$ cat src/rtl/mult_min_scheduler_if.sv
// mult_min_scheduler_if
//   Bus between the scheduler and one shared mult_and_min unit.
//   master : scheduler side  (drives mm_start, mm_inA/B/C; receives mm_ready/overflow/result)
//   slave  : unit side       (the reverse)
//   Parameter n: operand/result width.
interface mult_min_scheduler_if #(
    parameter int n = 8
);
    logic         mm_start;
    logic [n-1:0] mm_inA;
    logic [n-1:0] mm_inB;
    logic [n-1:0] mm_inC;
    logic         mm_ready;
    logic         mm_overflow;
    logic [n-1:0] mm_result;

    modport master (
        output mm_start, mm_inA, mm_inB, mm_inC,
        input  mm_ready, mm_overflow, mm_result
    );

    modport slave (
        input  mm_start, mm_inA, mm_inB, mm_inC,
        output mm_ready, mm_overflow, mm_result
    );
endinterface

$ cat src/rtl/mult_min_scheduler.sv
// mult_min_scheduler
//   Shares one mult_and_min unit among NREQ requesters. Each requester owns a 1-deep
//   pending slot; a round-robin FSM (IDLE->LAUNCH->SETTLE->WAIT->RESP) launches one slot
//   at a time and returns result/overflow tagged with the requester id.
// Ports
//   clk, reset          clock, synchronous active-high reset
//   req/req_a/b/c       per-requester post strobe and operands (slot i = [i*n +: n])
//   pend                slot occupied (accepted, not yet completed)
//   done/done_id        one-cycle completion pulse and requester id
//   res/ovf/err         result, overflow, timeout abort (valid with done, held after)
//   mm                  master side of mult_min_scheduler_if toward the unit
// Configuration
//   MMS_TIMEOUT_EN      when defined, WAIT aborts after TIMEOUT_CYCLES without mm_ready
//                       and completes with err=1, res=0, ovf=0. Otherwise err is 0.
module mult_min_scheduler #(
    parameter int n              = 8,
    parameter int NREQ           = 4,
    parameter int TIMEOUT_CYCLES = 255,
    localparam int IDW           = (NREQ > 1) ? $clog2(NREQ) : 1
) (
    input  logic                  clk,
    input  logic                  reset,
    input  logic [NREQ-1:0]       req,
    input  logic [NREQ*n-1:0]     req_a,
    input  logic [NREQ*n-1:0]     req_b,
    input  logic [NREQ*n-1:0]     req_c,
    output logic [NREQ-1:0]       pend,
    output logic                  done,
    output logic [IDW-1:0]        done_id,
    output logic [n-1:0]          res,
    output logic                  ovf,
    output logic                  err,
    mult_min_scheduler_if.master  mm
);
    typedef enum logic [2:0] {S_IDLE, S_LAUNCH, S_SETTLE, S_WAIT, S_RESP} state_t;

    state_t                 state, state_nxt;
    logic [NREQ-1:0][n-1:0] slot_a, slot_b, slot_c;
    logic [IDW-1:0]         rr, cur_id, pick;
    logic                   found, tmo_hit;

    logic                   start_nxt, done_nxt, ovf_nxt, err_nxt;
    logic [n-1:0]           in_a_nxt, in_b_nxt, in_c_nxt, res_nxt;
    logic [IDW-1:0]         cur_id_nxt, done_id_nxt;

    // First occupied slot at or after the round-robin pointer.
    always_comb begin : pick_blk
        int idx;
        idx   = 0;
        pick  = '0;
        found = 1'b0;
        for (int i = 0; i < NREQ; i++) begin
            idx = int'(rr) + i;
            if (idx >= NREQ) idx = idx - NREQ;
            if (!found && pend[idx]) begin
                pick  = IDW'(idx);
                found = 1'b1;
            end
        end
    end

`ifdef MMS_TIMEOUT_EN
    logic [15:0] tmo_cnt;

    // Zero outside WAIT, so it restarts on every WAIT entry.
    always_ff @(posedge clk) begin
        if (reset || state != S_WAIT) tmo_cnt <= '0;
        else                          tmo_cnt <= tmo_cnt + 16'd1;
    end

    assign tmo_hit = (state == S_WAIT) && (tmo_cnt >= 16'(TIMEOUT_CYCLES));
`else
    assign tmo_hit = 1'b0;
`endif

    // Slot capture, slot release and round-robin pointer.
    always_ff @(posedge clk) begin
        if (reset) begin
            pend <= '0;
            rr   <= '0;
        end else begin
            for (int i = 0; i < NREQ; i++) begin
                if (req[i] && !pend[i]) begin
                    pend[i]   <= 1'b1;
                    slot_a[i] <= req_a[i*n +: n];
                    slot_b[i] <= req_b[i*n +: n];
                    slot_c[i] <= req_c[i*n +: n];
                end
            end
            // pend stays high through the done cycle, so a re-post then is dropped.
            if (state == S_RESP) begin
                pend[cur_id] <= 1'b0;
                rr           <= (cur_id == IDW'(NREQ - 1)) ? '0 : cur_id + 1'b1;
            end
        end
    end

    // FSM: state register
    always_ff @(posedge clk) begin
        if (reset) state <= S_IDLE;
        else       state <= state_nxt;
    end

    // FSM: next state
    always_comb begin
        state_nxt = state;
        case (state)
            S_IDLE:   if (found) state_nxt = S_LAUNCH;
            S_LAUNCH: state_nxt = S_SETTLE;
            // A stale ready from the previous op may still be high here.
            S_SETTLE: state_nxt = S_WAIT;
            S_WAIT:   if (mm.mm_ready || tmo_hit) state_nxt = S_RESP;
            S_RESP:   state_nxt = S_IDLE;
            default:  state_nxt = S_IDLE;
        endcase
    end

    // FSM: outputs, computed one cycle ahead and registered below.
    always_comb begin
        start_nxt   = 1'b0;
        done_nxt    = 1'b0;
        in_a_nxt    = mm.mm_inA;
        in_b_nxt    = mm.mm_inB;
        in_c_nxt    = mm.mm_inC;
        cur_id_nxt  = cur_id;
        done_id_nxt = done_id;
        res_nxt     = res;
        ovf_nxt     = ovf;
        err_nxt     = err;
        case (state)
            S_IDLE: if (found) begin
                start_nxt  = 1'b1;
                in_a_nxt   = slot_a[pick];
                in_b_nxt   = slot_b[pick];
                in_c_nxt   = slot_c[pick];
                cur_id_nxt = pick;
            end
            S_WAIT: if (mm.mm_ready) begin
                done_nxt    = 1'b1;
                done_id_nxt = cur_id;
                res_nxt     = mm.mm_result;
                ovf_nxt     = mm.mm_overflow;
                err_nxt     = 1'b0;
            end else if (tmo_hit) begin
                done_nxt    = 1'b1;
                done_id_nxt = cur_id;
                res_nxt     = '0;
                ovf_nxt     = 1'b0;
                err_nxt     = 1'b1;
            end
            default: ;
        endcase
    end

    always_ff @(posedge clk) begin
        if (reset) begin
            mm.mm_start <= 1'b0;
            mm.mm_inA   <= '0;
            mm.mm_inB   <= '0;
            mm.mm_inC   <= '0;
            cur_id      <= '0;
            done        <= 1'b0;
            done_id     <= '0;
            res         <= '0;
            ovf         <= 1'b0;
            err         <= 1'b0;
        end else begin
            mm.mm_start <= start_nxt;
            mm.mm_inA   <= in_a_nxt;
            mm.mm_inB   <= in_b_nxt;
            mm.mm_inC   <= in_c_nxt;
            cur_id      <= cur_id_nxt;
            done        <= done_nxt;
            done_id     <= done_id_nxt;
            res         <= res_nxt;
            ovf         <= ovf_nxt;
            err         <= err_nxt;
        end
    end
endmodule
$ cat src/flat_wrapper.sv
// flat-port wrapper written by rule: the top's interface ports become plain ports
module mult_min_scheduler_flat 
#(
    parameter int n              = 8,
    parameter int NREQ           = 4,
    parameter int TIMEOUT_CYCLES = 255,
    localparam int IDW           = (NREQ > 1) ? $clog2(NREQ) : 1
)
  (clk, reset, req, req_a, req_b, req_c, pend, done, done_id, res, ovf, err, mm_mm_start, mm_mm_inA, mm_mm_inB, mm_mm_inC, mm_mm_ready, mm_mm_overflow, mm_mm_result);
  mult_min_scheduler_if #(.n(n)) mm_i ();
  input  logic clk;
  input  logic reset;
  input  logic [NREQ-1:0] req;
  input  logic [NREQ*n-1:0] req_a;
  input  logic [NREQ*n-1:0] req_b;
  input  logic [NREQ*n-1:0] req_c;
  output logic [NREQ-1:0] pend;
  output logic done;
  output logic [IDW-1:0] done_id;
  output logic [n-1:0] res;
  output logic ovf;
  output logic err;
  output wire logic [$bits(mm_i.mm_start)-1:0] mm_mm_start;
  output wire logic [$bits(mm_i.mm_inA)-1:0] mm_mm_inA;
  output wire logic [$bits(mm_i.mm_inB)-1:0] mm_mm_inB;
  output wire logic [$bits(mm_i.mm_inC)-1:0] mm_mm_inC;
  input wire logic [$bits(mm_i.mm_ready)-1:0] mm_mm_ready;
  input wire logic [$bits(mm_i.mm_overflow)-1:0] mm_mm_overflow;
  input wire logic [$bits(mm_i.mm_result)-1:0] mm_mm_result;
  assign mm_mm_start = mm_i.mm_start;
  assign mm_mm_inA = mm_i.mm_inA;
  assign mm_mm_inB = mm_i.mm_inB;
  assign mm_mm_inC = mm_i.mm_inC;
  assign mm_i.mm_ready = mm_mm_ready;
  assign mm_i.mm_overflow = mm_mm_overflow;
  assign mm_i.mm_result = mm_mm_result;
  mult_min_scheduler #(.n(n), .NREQ(NREQ), .TIMEOUT_CYCLES(TIMEOUT_CYCLES)) u_core (.clk(clk), .reset(reset), .req(req), .req_a(req_a), .req_b(req_b), .req_c(req_c), .pend(pend), .done(done), .done_id(done_id), .res(res), .ovf(ovf), .err(err), .mm(mm_i));
endmodule
$ cat config.mk
export PLATFORM = sky130hd
export DESIGN_NAME = mult_min_scheduler_flat
export DESIGN_NICKNAME = d
export VERILOG_FILES = /design/src/rtl/mult_min_scheduler_if.sv /design/src/rtl/mult_min_scheduler.sv /design/src/flat_wrapper.sv
export SDC_FILE = /design/constraint.sdc
export NUM_CORES = 1
export LEC_CHECK = 0
export BUFFER_PORTS_ARGS = -buffer_cell sky130_fd_sc_hd__buf_4
export CORE_UTILIZATION = 47
export DETAILED_ROUTE_END_ITERATION = 10
export PLACE_DENSITY = 0.83
export SETUP_SLACK_MARGIN = 0.1
export SLEW_MARGIN = 30
export SYNTH_ARGS = -nofsm -noshare
export SYNTH_HDL_FRONTEND = slang
export SYNTH_SLANG_ARGS = --single-unit
$ cat constraint.sdc
create_clock -name clk -period 2.7 [get_ports clk]
set_input_delay 0.405 -clock clk [delete_from_list [all_inputs] [get_ports clk]]
set_output_delay 0.405 -clock clk [all_outputs]
set_load 0.01 [all_outputs]
# Word-level counts from Yosys, hierarchy flattened
# Index checks and enable logic that the tools add are counted.
dict set report word_totals {
  reg_bits 144
  in_bits 112
  wordCells 127
}
dict set report classes {
  addsub 8
  order_cmp 11
  n_eq_ne 7
  n_mux 47
  bitwise_logic 5
  n_reduce_logical 25
}
# cell count
set ops {}
lappend ops {{$lt A32 B4 Y1 const B} 4}
lappend ops {{$mux W32} 4}
lappend ops {{$ge A32 B4 Y1 const B} 3}
lappend ops {{$sub A32 B4 Y32 const B} 3}
lappend ops {{$bmux W8 S2} 3}
lappend ops {{$mux W8} 3}
lappend ops {{$mux W1} 23}
lappend ops {{$reduce_and A2 Y1} 7}
lappend ops {{$pmux W3 S4} 1}
lappend ops {{$mux W2} 5}
lappend ops {{$bmux W1 S2} 4}
lappend ops {{$logic_and A1 B1 Y1} 8}
lappend ops {{$logic_not A1 Y1} 7}
lappend ops {{$add A2 B2 Y3 const B} 2}
lappend ops {{$eq A3 B2 Y1 const B} 2}
lappend ops {{$lt A2 B3 Y1 const B} 2}
lappend ops {{$mux W3} 2}
lappend ops {{$and A4 B4 Y4} 1}
lappend ops {{$mux W4} 1}
lappend ops {{$not A4 Y4} 1}
lappend ops {{$reduce_or A2 Y1} 2}
lappend ops {{$sub A2 B3 Y4 const B} 1}
lappend ops {{$add A2 B1 Y3 const B} 1}
lappend ops {{$eq A3 B1 Y1 const B} 1}
lappend ops {{10 further kinds} 12}

# Logic depth before layout (Yosys ltp)
# Gate-level depths: netlist of run 1.
dict set report logic_depth {
  depth_word 17
  depth_mapped 7
  ltp_nobuf 5
}

# Worst setup path after synthesis of run 1
# OpenSTA, ideal clock, no wires.
dict set report synth_path {
  path_type {in2reg}
  startpoint {input port reset}
  endpoint {register u_core.slot_a[0] (netlist name), enable pin}
  setup_ns 0.440
  arrival_time_ns 2.460
  required_time_ns 2.260
  slack_ns -0.200
  cell_stages 2
  path_buffers 1
  path_cell_list {clkbuf_1 -> nor3b_1}
}
dict set report synth_between {
  elab_chain_len 2
}
# item line_no
set synth_lines {}
lappend synth_lines {{from (decl)} flat_wrapper.sv:12} ;# input logic reset;
lappend synth_lines {{$not A1 Y1 (no line)} n/a}
lappend synth_lines {{$reduce_and A2 Y1 (no line)} n/a}
lappend synth_lines {{to (signal, indexed assignment)} mult_min_scheduler.sv:85} ;# slot_a[i] <= req_a[i*n +: n];
lappend synth_lines {{to (decl)} mult_min_scheduler.sv:38} ;# logic [NREQ-1:0][n-1:0] slot_a, slot_b, slot_c;
# No other way between the ends.
# A chain may end at the register's enable or synchronous reset.

# Final worst setup path of run 1
dict set report layout_path {
  startpoint {register u_core.pend[3]}
  endpoint {register u_core.mm.mm_inA[3]}
}
dict set report layout_between {
  elab_chain_len 15
  word_cells_on_any_way 29
  classes_between {22 x mux; 7 x reduce/logical}
}
# item line_no
set layout_lines {}
lappend layout_lines {{from (decl)} mult_min_scheduler.sv:27} ;# output logic [NREQ-1:0] pend,
lappend layout_lines {{from (signal assigned)} mult_min_scheduler.sv:79} ;# pend <= '0;
lappend layout_lines {{from (signal, indexed assignment)} mult_min_scheduler.sv:84} ;# pend[i] <= 1'b1;
lappend layout_lines {{from (signal, indexed assignment)} mult_min_scheduler.sv:92} ;# pend[cur_id] <= 1'b0;
lappend layout_lines {{$bmux W1 S2} mult_min_scheduler.sv:55} ;# if (!found && pend[idx]) begin
lappend layout_lines {{$mux W1 (not written as such) (2 in a row)} mult_min_scheduler.sv:55}
lappend layout_lines {{$mux W1} mult_min_scheduler.sv:55}
lappend layout_lines {{$logic_not A1 Y1} mult_min_scheduler.sv:55}
lappend layout_lines {{$logic_and A1 B1 Y1} mult_min_scheduler.sv:55}
lappend layout_lines {{$mux W1} mult_min_scheduler.sv:55}
lappend layout_lines {{$logic_not A1 Y1} mult_min_scheduler.sv:55}
lappend layout_lines {{$logic_and A1 B1 Y1} mult_min_scheduler.sv:55}
lappend layout_lines {{$mux W1} mult_min_scheduler.sv:55}
lappend layout_lines {{$logic_not A1 Y1} mult_min_scheduler.sv:55}
lappend layout_lines {{$logic_and A1 B1 Y1} mult_min_scheduler.sv:55}
lappend layout_lines {{$mux W2} mult_min_scheduler.sv:55}
lappend layout_lines {{$bmux W8 S2} mult_min_scheduler.sv:133} ;# in_a_nxt = slot_a[pick];
lappend layout_lines {{$mux W8 (not written as such)} mult_min_scheduler.sv:133}
lappend layout_lines {{to (signal assigned)} mult_min_scheduler.sv:169} ;# mm.mm_inA <= in_a_nxt;
lappend layout_lines {{to (decl)} mult_min_scheduler_if.sv:18} ;# output mm_start, mm_inA, mm_inB, mm_inC,
# Parallel ways exist; a longest one is shown, timed or not. The select of a mux whose other input is x is not followed.

==> impl_results.md, run 1 <==
- Post-Syn Area: 5440 um2
- DR vias: 3,448
- DRC viols: 0
- Max Cap Viol: 0
- Peak supply drop: 678 uV
- Iter 0 DRT Violations: 159
- Kind of critical path: reg -> reg
- CTS Sinks: 144
- Final Util: 65.6%
- Status: complete, no violations
- Die area: 12,000 um2
- Clock latency on the worst-skew pair: 410 ps
- Clk_skew: 5.24 ps
- Critical path's largest stage delay: 500 ps
- Setup TNS: 0 ps
- Final worst path period share: 83.7%
- Slew of the pin with the lowest slew margin: 754 ps
- Lkg Pwr: 0.00282 uW
- Area of the multi-input gates: 1460 um2
- Vias in the first global route: 3,598
- Ant diodes: 0
- Number of synthesized register bits: 144
- Share of layout cells above drive strength 1: 41.7%
- Post-synthesis cell type count: 37
- Syn Inst Count: 353
- HP Class: in -> reg
- DP Area: 6730 um2
- Die width: 110 um
- CTS tree: yes
- Final setup fails: 0
- Sequential share of the synthesized area: 70.7%
- # fillers: 783
- Min Tclk post-route: 2260 ps
- Initial core utilization: 49.1%
- Crit path arrival time: 2530 ps
- Routed len/inst: 18.1 um
- RSZ-0062 raised after global routing: no
- Row cnt: 38
- Boundary Pins: 154
- Worst-path fanout max: 14
- CTS H-tree depth: 4
- First-pass GRT wire length: 18.1 mm
- Largest net degree at the start of global routing: 31
- Post-CTS Hold Buffers: 0
- Critical path startpoint category: flop
- Clock-pin slew on the worst setup and hold paths: 60 ps
- Die Ht: 110 um
- Final Power: 5330 uW
- Relative slew slack: 49.5%
- Syn_nets: 469
- CTS Buf Count: 17
- Grt total ovfl: 0
- Antenna violations before repair: 0
- GRT Total Usage: 21.4%
- Seq. cell area: 3840 um2
- Most common cell after layout, fill and taps aside: buf_4
- Dpl ws: 482 ps
- Nets: 631
- Fin worst setup slack: 439 ps
- Final Max Slew Viols: 0
- Most frequent cells in the layout: 161 x buf_4, 96 x edfxtp_1, 50 x mux2i_1
- Power density cells: 733 nW/um2
- Setup crit end kind: flop
- Post-CTS Setup Repair Bufs: 0
- Cells along the critical path: inv_2, a22o_1, a221oi_2, nand2b_2, buf_4, o221ai_2
- Final Hold Fails: 0
- Root Buffer: clkbuf_16
- Post-CTS sizing: 0
- Post-route ant nets: 0
- Max clock buf depth: 2
- Pre-antenna DRT Iters: 4
- Placer Congestion: 0.801
- Slowest-stage cell, CP: nand2b_2
- DR vias/cell: 5.16
- Syn_area_per_cell: 15.4 um2
- Max Freq: 442 MHz
- Wirelength, routed: 12.1 mm
- Synth warn: 0
- Core area: 11,100 um2
- Critical Path RT: 2970 ps
- Fin area: 7260 um2
- Synth-to-Final Area Change: 33.6%
- DP HPWL: 8.46 mm
- PortBufs: 152
-- report_power, final --
part / switching (uW) / leakage, uW / internal [uW]
Combinational: 304 / 0.00127 / 316
Sequential: 70.7 / 0.00128 / 2490
Clock: 809 / 0.000266 / 1340
-- layer usage --
metal	up-vias	part of all wire [%]	global-route usage, %
met5	-	0	0
met4	0	1.8	8.57
met3	16	7.5	8.30
met2	128	49	35.6
met1	1662	42	24.8
li1	1642	-	-
-- final timing paths --
path                                      from                   to  slack (ps)  cells after the start
worst max-delay path            u_core.pend[3]  u_core.mm.mm_inA[3]         440                      6
worst min-delay path                 req_b[18]    u_core.slot_b[18]         160                      1
worst max register to register  u_core.pend[3]  u_core.mm.mm_inA[3]         440                      6
worst min register to register   u_core.res[2]        u_core.res[2]         450                      2
-- synth_stat cells (all sizes together) --
cell type  instances  area share, %
o221ai            24            6.2
o21ai              1          0.092
dfxtp             48             18
a211oi             4           0.55
edfxtp            96             53
nand2b             3           0.39
inv                6           0.41
a21oi             18            1.9
nor3               2           0.39
or4                1           0.21
nor2              17            1.2
buf               13            2.2
or2                1           0.12
clkbuf             6           0.41
and2               1           0.12
mux2i             50            9.2
a221oi             1           0.28
conb               1          0.069
nand2             48            3.5
a22oi              1           0.14
nor3b              4           0.55
ha                 4           0.92
nand3              1          0.092
a22o               1           0.16
nor4b              1           0.16
-- stage by stage --
| step | std cells | hold slack [ps] |
|---|---|---|
| global placement | 636 | 442 |
| floorplan | 353 | 476 |
| detailed placement | 636 | 449 |
| finish | 668 | 165 |
| CTS | 668 | 145 |
| global route | 668 | 139 |
-- cell type report --
type                       instances  area share, %
sequential                       144           52.9
multi-input combinational        184           20.0
timing repair buffer             162           16.9
clock buffer                      22           6.11
tap                              140           2.41
clock inverter                    10           1.31
inverter                           6          0.310
-- worst max-delay path, delay by kind of cell (launching register included) --
kind | cells | cell delay (ps)
AO/OA/AOI/OAI | 3 | 750
buffers and inverters | 2 | 430
AND/OR/NAND/NOR | 1 | 500
flip-flops | 1 | 440
-- logic make-up (layout without fill, tap and decap cells) --
kind of cell	Yosys count	in the layout	share of synthesized area, %
other	1	1	0.0690
adders and majority gates	4	4	0.920
buffers and inverters	25	200	3.06
DFF	144	144	70.7
AOI/OAI and AO/OA	50	50	9.32
and+or+nand+nor	79	79	6.74
muxes	50	50	9.20
-- state kept, by name, indices dropped and copies added, names as in the netlist --
name                count
u_core.mm.mm_start      1
u_core.slot_a          32
u_core.rr               2
u_core.cur_id           2
u_core.state            3
u_core.pend             4
u_core.mm.mm_inC        8
u_core.mm.mm_inA        8
u_core.done_id          2
u_core.mm.mm_inB        8
u_core.slot_c          32
u_core.slot_b          32
u_core.done             1
u_core.res              8
u_core.ovf              1
(Power assumes the default switching activity.)
==> inputs of run 2 (changes only) <==
==> constraint.sdc (replaced) <==
create_clock -name clk -period 1.9 [get_ports clk]
set_input_delay 0.285 -clock clk [delete_from_list [all_inputs] [get_ports clk]]
set_output_delay 0.285 -clock clk [all_outputs]
set_load 0.01 [all_outputs]
==> run 2 against run 1 <==
  * Utilization increased by 2.3 points
  * Routed wire length is 5.9% higher
  * First-iteration DRC count grew 25%
  * Clock-buffer cell count down 1
  * Total power grew 52%
  * Critical path type unchanged
==> impl_results.md, run 2 (synthesis results as in run 1) <==
- Die Ht: 110 um
- Critical path startpoint category: flop
- Vias in the first global route: 3,767
- PortBufs: 152
- Nets: 640
- Clock latency on the worst-skew pair: 420 ps
- R2R Path Start: u_core.rr[1]
- Peak supply drop: 603 uV
- Boundary Pins: 154
- Critical Path RT: 2200 ps
- DP Area: 6880 um2
- Biggest regs: u_core.slot_a (32), u_core.slot_b (32), u_core.slot_c (32)
- Post-CTS Setup Repair Bufs: 0
- Fin area: 7520 um2
- Synth-to-Final Area Change: 38.2%
- Kind of critical path: reg -> reg
- Clock-pin slew on the worst setup and hold paths: 60 ps
- Critical R2R Capture: u_core.mm.mm_inC[1]
- Core area: 11,100 um2
- Clk_skew: 8.92 ps
- Share of layout cells above drive strength 1: 43.6%
- Largest net degree at the start of global routing: 33
- Row cnt: 38
- Final Max Slew Viols: 0
- GR Layer Usage met1: 25.7%
- M3 GR Usage: 6.88%
- Min Tclk post-route: 1770 ps
- Most common cell after layout, fill and taps aside: buf_4
- CTS Buf Count: 17
- CTS H-tree depth: 4
- Met2 Track Usage GR: 39.4%
- First-pass GRT wire length: 19.3 mm
- Fin worst setup slack: 134 ps
- Final Power: 8080 uW
- HP Class: in -> reg
- Ant diodes: 0
- Dpl ws: 153 ps
- Sw power: 1790 uW
- Antenna violations before repair: 0
- Slowest-stage cell, CP: dfxtp_1
- Worst hold margin: 39.0 ps
- Wirelength, routed: 12.8 mm
- Routed len/inst: 18.9 um
- Reg2reg setup slack: 130 ps
- Max Cap Viol: 0
- P_int: 6290 uW
- Placer Congestion: 0.822
- Reg power frac: 45.0%
- Critical path's largest stage delay: 380 ps
- CTS tree: yes
- Post-CTS Hold Buffers: 0
- Final Hold Fails: 0
- Worst hold stages: 1
- Status: complete, no violations
- Crit path arrival time: 2060 ps
- Die width: 110 um
- Die area: 12,000 um2
- Clock power frac: 43.2%
- Logic pwr share: 11.8%
- CTS Sinks: 144
- Initial core utilization: 49.1%
- Switching share of power: 22.1%
- Reg2reg path depth: 6
- Worst-path fanout max: 32
- Power density cells: 1080 nW/um2
- DR vias: 3,602
- Root Buffer: clkbuf_16
- WP buf/inv: 1
- Most frequent cells in the layout: 164 x buf_4, 96 x edfxtp_1, 50 x mux2i_1
- Post-route ant nets: 0
- Grt total ovfl: 0
- Iter 0 DRT Violations: 198
- Pre-antenna DRT Iters: 4
- DP HPWL: 8.82 mm
- Setup crit end kind: flop
- RSZ-0062 raised after global routing: yes
- Max Freq: 566 MHz
- DRC viols: 0
- GRT Total Usage: 22.5%
- Most Crowded Layer GR: met2
- Max clock buf depth: 2
- Hold Path End: u_core.slot_b[28]
- Hold path start: req_b[28]
- Final worst path period share: 93.0%
- Cells along the critical path: a21oi_1, o21ai_1, a21oi_4, buf_12, mux2i_1, o221ai_2
- DR vias/cell: 5.32
- Lkg Pwr: 0.00294 uW
- Final setup fails: 0
- Family with the most delay on the worst path: compound AO/OA/AOI/OAI gates
## run 2: per-stage QoR
stage               instances  utilization (%)  TNS (ps)
CTS                       677             67.7         0
global route              677             67.8         0
finish                    677             67.8         0
detailed placement        645             62.1         0
floorplan                 353                -     -6400
global placement          645             62.1         0
## run 2: worst max-delay path by stage
stage	slack [ps]	from	end	cells past startpoint
floorplan	-70	reset	u_core.slot_a[24]	2
global placement	270	u_core.pend[2]	u_core.mm.mm_inC[1]	5
detailed placement	150	u_core.pend[2]	u_core.mm.mm_inB[0]	5
CTS	150	u_core.pend[2]	u_core.mm.mm_inB[0]	5
global route	100	u_core.rr[1]	u_core.mm.mm_inC[1]	6
finish	130	u_core.rr[1]	u_core.mm.mm_inC[1]	6
## run 2: repair_timing
item	CTS	global route
gates resized for setup	0	2
endpoints found under the setup margin	0	9
endpoints found under the hold margin	0	0
## run 2: power by group through the flow
| stage | Combinational [uW] | Clock, uW | Sequential [uW] |
|---|---|---|---|
| floorplan | 441 | 0 | 3720 |
| global placement | 926 | 0 | 3690 |
| detailed placement | 958 | 0 | 3700 |
| CTS | 962 | 3540 | 3640 |
| global route | 1030 | 3670 | 3650 |
| finish | 957 | 3490 | 3640 |
## run 2: layout make-up
class,count,area (um2)
flip-flops and latches,144,3840
clock inverters,11,160
fillers,771,3560
well taps,140,175
inverters,6,22.5
multi-input cells,184,1490
repair buffers,171,1360
clock buffers,21,460
## run 2: worst reg2reg max path, stage by stage (launching register included)
cell	delay [ps]
dfxtp_1	380
a21oi_1	180
o21ai_1	120
a21oi_4	230
buf_12	260
mux2i_1	350
o221ai_2	120
## run 2: metal layers
metal  up-vias  share of wire (%)
met5         -                  0
li1       1662                  -
met3        14                7.1
met2       128                 52
met4         0                1.4
met1      1798                 40
